File: src/rtl/array_rw_ctrl.sv
`default_nettype none
// +----------------------------------------------------------------------------+
// | Module      : array_rw_ctrl                                                |
// | Description : Round-robin write/read arbiter for a single-port SRAM with a |
// |               credit-limited 2-entry read response FIFO. Define           |
// |               ARRAY_RW_CTRL_BYPASS_EN for a 1-cycle response bypass.       |
// | Revision    : 1.0 - initial release                                        |
// +----------------------------------------------------------------------------+
module array_rw_ctrl #(
    parameter int ADDR_W = 11,
    parameter int DATA_W = 16
) (
    input  logic              clock,
    input  logic              reset,
    input  logic              io_w_valid,
    output logic              io_w_ready,
    input  logic [ADDR_W-1:0] io_w_addr,
    input  logic [DATA_W-1:0] io_w_data,
    input  logic              io_r_valid,
    output logic              io_r_ready,
    input  logic [ADDR_W-1:0] io_r_addr,
    output logic              io_resp_valid,
    input  logic              io_resp_ready,
    output logic [DATA_W-1:0] io_resp_data,
    output logic              sram_en,
    output logic              sram_wmode,
    output logic [ADDR_W-1:0] sram_addr,
    output logic [DATA_W-1:0] sram_wdata,
    input  logic [DATA_W-1:0] sram_rdata
);

    localparam logic [1:0] c_FIFO_DEPTH = 2'd2;
    localparam logic       c_PRIO_WRITE = 1'b0;
    localparam logic       c_PRIO_READ  = 1'b1;

    logic              r_prio;
    logic              r_rd_pend;
    logic [1:0]        r_count;
    logic              r_wr_ptr;
    logic              r_rd_ptr;
    logic [DATA_W-1:0] r_mem [0:1];

    logic       w_rd_elig;
    logic       w_contend;
    logic       w_grant_w;
    logic       w_grant_r;
    logic       w_enq;
    logic       w_deq;
    logic       w_fifo_empty;
    logic [1:0] w_used;

    // Credits are taken from registered state only, so a dequeue this cycle
    // cannot make room for a read granted in the same cycle.
    assign w_used    = r_count + {1'b0, r_rd_pend};
    assign w_rd_elig = (w_used < c_FIFO_DEPTH);
    assign w_contend = io_w_valid & io_r_valid & w_rd_elig;

    always_comb begin
        w_grant_w = 1'b0;
        w_grant_r = 1'b0;
        if (!reset) begin
            if (w_contend) begin
                w_grant_w = (r_prio == c_PRIO_WRITE);
                w_grant_r = (r_prio == c_PRIO_READ);
            end else if (io_w_valid) begin
                w_grant_w = 1'b1;
            end else if (io_r_valid && w_rd_elig) begin
                w_grant_r = 1'b1;
            end
        end
    end

    assign io_w_ready   = w_grant_w;
    assign io_r_ready   = w_grant_r;
    assign sram_en      = w_grant_w | w_grant_r;
    assign sram_wmode   = w_grant_w;
    assign sram_addr    = w_grant_w ? io_w_addr : io_r_addr;
    assign sram_wdata   = io_w_data;
    assign w_fifo_empty = (r_count == 2'd0);

`ifdef ARRAY_RW_CTRL_BYPASS_EN
    logic w_bypass;
    // Data returning into an empty FIFO is offered straight to the consumer
    // and only buffered if the consumer stalls.
    assign w_bypass      = r_rd_pend & w_fifo_empty;
    assign io_resp_valid = !reset & (!w_fifo_empty | r_rd_pend);
    assign io_resp_data  = w_fifo_empty ? sram_rdata : r_mem[r_rd_ptr];
    assign w_enq         = r_rd_pend & !(w_bypass & io_resp_ready);
`else
    assign io_resp_valid = !reset & !w_fifo_empty;
    assign io_resp_data  = r_mem[r_rd_ptr];
    assign w_enq         = r_rd_pend;
`endif

    assign w_deq = io_resp_valid & io_resp_ready & !w_fifo_empty;

    always_ff @(posedge clock) begin
        if (reset) begin
            r_prio    <= c_PRIO_WRITE;
            r_rd_pend <= 1'b0;
            r_count   <= 2'd0;
            r_wr_ptr  <= 1'b0;
            r_rd_ptr  <= 1'b0;
        end else begin
            r_rd_pend <= w_grant_r;
            if (w_contend) begin
                r_prio <= ~r_prio;
            end
            if (w_enq) begin
                r_wr_ptr <= ~r_wr_ptr;
            end
            if (w_deq) begin
                r_rd_ptr <= ~r_rd_ptr;
            end
            r_count <= r_count + {1'b0, w_enq} - {1'b0, w_deq};
        end
    end

    always_ff @(posedge clock) begin
        if (!reset && w_enq) begin
            r_mem[r_wr_ptr] <= sram_rdata;
        end
    end

endmodule
`default_nettype wire

File: config.mk
export PLATFORM = sky130hd
export DESIGN_NAME = array_rw_ctrl
export DESIGN_NICKNAME = d
export VERILOG_FILES = /design/src/rtl/array_rw_ctrl.sv
export SDC_FILE = /design/constraint.sdc
export NUM_CORES = 1
export LEC_CHECK = 0
export CORE_UTILIZATION = 40
export DETAILED_ROUTE_END_ITERATION = 7
export PLACE_DENSITY = 0.9
export SLEW_MARGIN = 40
export SYNTH_ARGS = -nofsm -noshare
export SYNTH_HDL_FRONTEND = slang
export SYNTH_SLANG_ARGS = --single-unit
File: constraint.sdc
create_clock -name clock -period 4.72 [get_ports clock]
set_input_delay 0.472 -clock clock [delete_from_list [all_inputs] [get_ports clock]]
set_output_delay 0.472 -clock clock [all_outputs]
set_load 0.005 [all_outputs]
# Word level (Yosys, flattened, before mapping)
# Memory sizes are Yosys's and may differ from the RTL's. A register that Yosys moved wholly into a read port is not among the register bits.
# Cells that the tools add are included.
# totals
elab_cells	35
memories	1
inputBits	59
regBits	6
ramBits	32
# mem_list
memory	words	word_bits	read_ports	rd_clocked_by_memory_dff	write_ports	line	rtl
r_mem	2	16	1	1	1	41	logic [DATA_W-1:0] r_mem [0:1];
# classes
n_bitwise	9
muxes	12
add_sub_neg	2
n_reduce_logical	5
magnitude_cmp	1
# op_table
operator	count
$mux 1	11
$mux 11	1
$and 1x1->1	5
$not 1->1	3
$add 2x1->2	1
$logic_and 1x1->1	2
$logic_not 1->1	2
$logic_not 2->1	1
$lt 2x2->1 const B	1
$sub 2x1->2	1
$or 1x1->1	1

# Depth between registers and ports, before layout
# logic_depth
ltp_word	8
depth_mapped	6
depth_no_buf	5

# Worst setup path after synthesis
# No wires, ideal clock.
# synth_timing
path_kind	input to register
startpoint	input port reset
endpoint	memory r_mem[0][0], enable pin
path_stages	2
n_path_buf	1
arrival_ns	1.907
setup_slack_ns	2.400
setup_ns	0.413
cell_sequence	clkbuf_1 nor3b_1
# synth_via
elab_chain_cells	4
# synth_lines
element	line	rtl
start, declared	14	input logic reset,
$logic_not 1->1	120	if (!reset && w_enq) begin
$logic_and 1x1->1	120	
$mux 1	120	
$mux 1 (not written as such)	121	r_mem[r_wr_ptr] <= sram_rdata;
end, declared	41	
# No other way between the ends.

# Worst setup path after layout
# layout_timing
startpoint	register r_rd_pend
endpoint	output port sram_addr[10]
# layout_via
elab_chain_cells	6
# layout_lines
element	line	rtl
start, declared	37	logic r_rd_pend;
start signal, assigned	105	r_rd_pend <= w_grant_r;
$add 2x1->2	54	assign w_used = r_count + {1'b0, r_rd_pend};
$lt 2x2->1	55	assign w_rd_elig = (w_used < c_FIFO_DEPTH);
$and 1x1->1	56	assign w_contend = io_w_valid & io_r_valid & w_rd_elig;
$mux 1	62	if (w_contend) begin
$mux 1	61	if (!reset) begin
$mux 11	77	assign sram_addr = w_grant_w ? io_w_addr : io_r_addr;
end, declared	27	output logic [ADDR_W-1:0] sram_addr,
# No other way between the ends.

==> run summary <==
H-tree levels: 2
Bufs and invs on worst path: 1
n_diodes: 0
Post-CTS Resized: 0
Vias per Instance: 4.91
commonest non-fill, non-tap cell in the layout: clkdlybuf4s50_1
CTS tree: built
clock tree buffer depth: 2
core box area: 0.00414 mm^2
Area Growth Syn to Fin: 44.9%
worst path arrival time: 2.78 ns
Fmax achieved: 0.307 GHz
most frequent cells in the layout: 74 x clkdlybuf4s50_1, 32 x edfxtp_1, 19 x mux2_2, 9 x mux2_4, 7 x dfxtp_1
Post-Route Setup TNS: 0 ns
Post-Layout Cell Count: 229
max-slew violation count: 0
Die Wd: 69.0 um
CTS hold repair buffers: 0
Crit path required time: 4.25 ns
WS Path Type: reg -> out
Mapped Avg Cell Area: 15.3 um^2
post-CTS setup buffers: 0
max cap viols: 0
Yosys warnings: 0
Post-DP HPWL: 2.80 mm
critical path cell sequence: ha_1 -> xnor2_1 -> a311o_1 -> mux2_2 -> clkdlybuf4s50_1
P_leak: 0.000955 uW
per-cell routed wire length: 16.0 um
layout cells sized above 1: 22.3%
nets: 239
Final Wtd Congestion: 0.702
Tmin final: 3.25 ns
grt met3 use: 7.40%
drt pass-1 iters: 3
Initial DRC Count: 55
total gr overflow: 0
top cells by area, synth: edfxtp_1 54%, mux2_2 12%, dfxtp_1 7.8%, mux2_4 7.5%, buf_4 7.1%
Synth Net Count: 178
met2 Resource Use GR: 28.0%
antenna violations before repair: 0
Die Y: 69.0 um
#FFs+latches synth: 39
grt met1 use: 14.2%
Setup crit end kind: output port
Starting Density: 43.3%
final hold violations: 0
Worst Hold Class: reg -> reg
vias in the first global route: 1,150
max incr delay on CP: 0.70 ns
Setup Skew: 0.00476 ns
worst-margin pin slew: 0.707 ns
Root Driver: clkbuf_8
Worst-path clk slew: 0.07 ns
Max VDD drop: 0.000168 V
RSZ-0062 raised after global routing: false
PD cells: 331 mW/mm^2
fin crit share: 68.9%
CP max stage cell: a311o_1
largest net degree at the start of global routing: 17
sequential fraction of the synthesis area: 61.4%
DRT antenna net count: 0
Startpoint Class: register
synthesized cell area: 0.00179 mm^2
cell family with most CP delay: compound AO/OA/AOI/OAI gates
first-pass GRT wire length: 5.10 mm
# DRC: 0
top cell type's share of synthesized area: 53.6%
# rows: 23
final setup vio count: 0
vias: 1,125
CTS Buf Count: 5
die area: 0.00475 mm^2
Slew HR: 52.8%
port buffer count: 74
most area-hungry cell type in the Yosys netlist: edfxtp_1
Cells after DPL: 220
DRT Wirelength: 3.66 mm
Mapped Cells: 117
outcome: finished, final reports clean
all-layer global routing usage: 15.5%
distinct cell type count after synthesis: 24
crit-path max FO: 12
Ports: 107
clk sinks: 39
Clock Latency Late Sink: 0.29 ns
gr busiest metal: met2
synth_stat cells (all sizes together):
library cell,count
a311o,1
nor3b,1
and2,2
mux2i,2
inv,3
and3b,1
nand2,1
nor3,2
edfxtp,32
nor2,5
clkbuf,3
dfxtp,7
nand2b,1
buf,19
ha,2
nor2b,1
nand3,1
o21ba,2
xnor2,2
mux2,28
a21oi,1
cells by family (layout without fill, tap and decap cells):
kind of cell / Yosys count / after routing / synth area share [%]
AO/OA/AOI/OAI: 4 / 4 / 1.95
XOR/XNOR: 2 / 2 / 0.977
adder cells (fa/ha/maj): 2 / 2 / 1.40
buffers and inverters: 25 / 87 / 9.28
flip-flops: 39 / 39 / 61.4
multiplexers: 30 / 30 / 20.6
AND/OR/NAND/NOR: 15 / 15 / 4.40
sequential cells by signal, indices dropped and copies added, names as in the netlist, named ones only:
| name | count |
|---|---|
| r_mem | 32 |
| r_count | 2 |
| r_prio | 1 |
| r_rd_pend | 1 |
| r_rd_ptr | 1 |
| r_wr_ptr | 1 |
routing by layer:
metal	vias to the layer above	share of wire, %
met2	73	52
met3	9	11
met5	-	0
met4	0	2.1
li1	525	-
met1	518	34
worst reg2reg max path: cells and delay by family, from the launching register on:
kind	cells	cell delay, ns
flip-flops	1	0.34
XOR/XNOR	1	0.39
AND/OR/NAND/NOR	1	0.14
adder cells (fa/ha/maj)	1	0.21
multiplexers	1	0.28
worst paths after layout:
path	start	end	cells past startpoint	slack [ns]
hold / removal	r_rd_ptr	r_rd_ptr	1	0.50
setup reg to reg	r_rd_pend	r_prio	4	3.24
hold reg to reg	r_rd_ptr	r_rd_ptr	1	0.50
setup / recovery	r_rd_pend	sram_addr[10]	5	1.47
power breakdown:
part / leakage, uW / total [uW] / switching (uW) / internal, uW
Combinational: 0.000543 / 144 / 41.5 / 102
Sequential: 0.000347 / 395 / 11.6 / 384
Clock: 0.0000654 / 321 / 110 / 211
cell type report:
type                       count  area (um^2)
clock inverter                 2         60.1
fill                         301         1550
sequential                    39         1100
inverter                       3         11.3
multi-input combinational     53          531
clock buffer                   6         72.6
tap                           50         62.6
timing repair buffer          76          759
stage by stage:
stage	setup slack, ns	utilization, %	total power, uW	hold slack (ns)	instance area (um^2)
floorplan	2.40	-	469	0.438	1790
global placement	1.64	59.2	541	0.454	2450
detailed placement	1.55	59.2	548	0.481	2450
CTS	1.44	62.4	869	0.496	2590
global route	1.34	62.7	894	0.529	2600
finish	1.47	62.7	860	0.499	2600
Note: power is estimated with default switching activity, not from simulation.
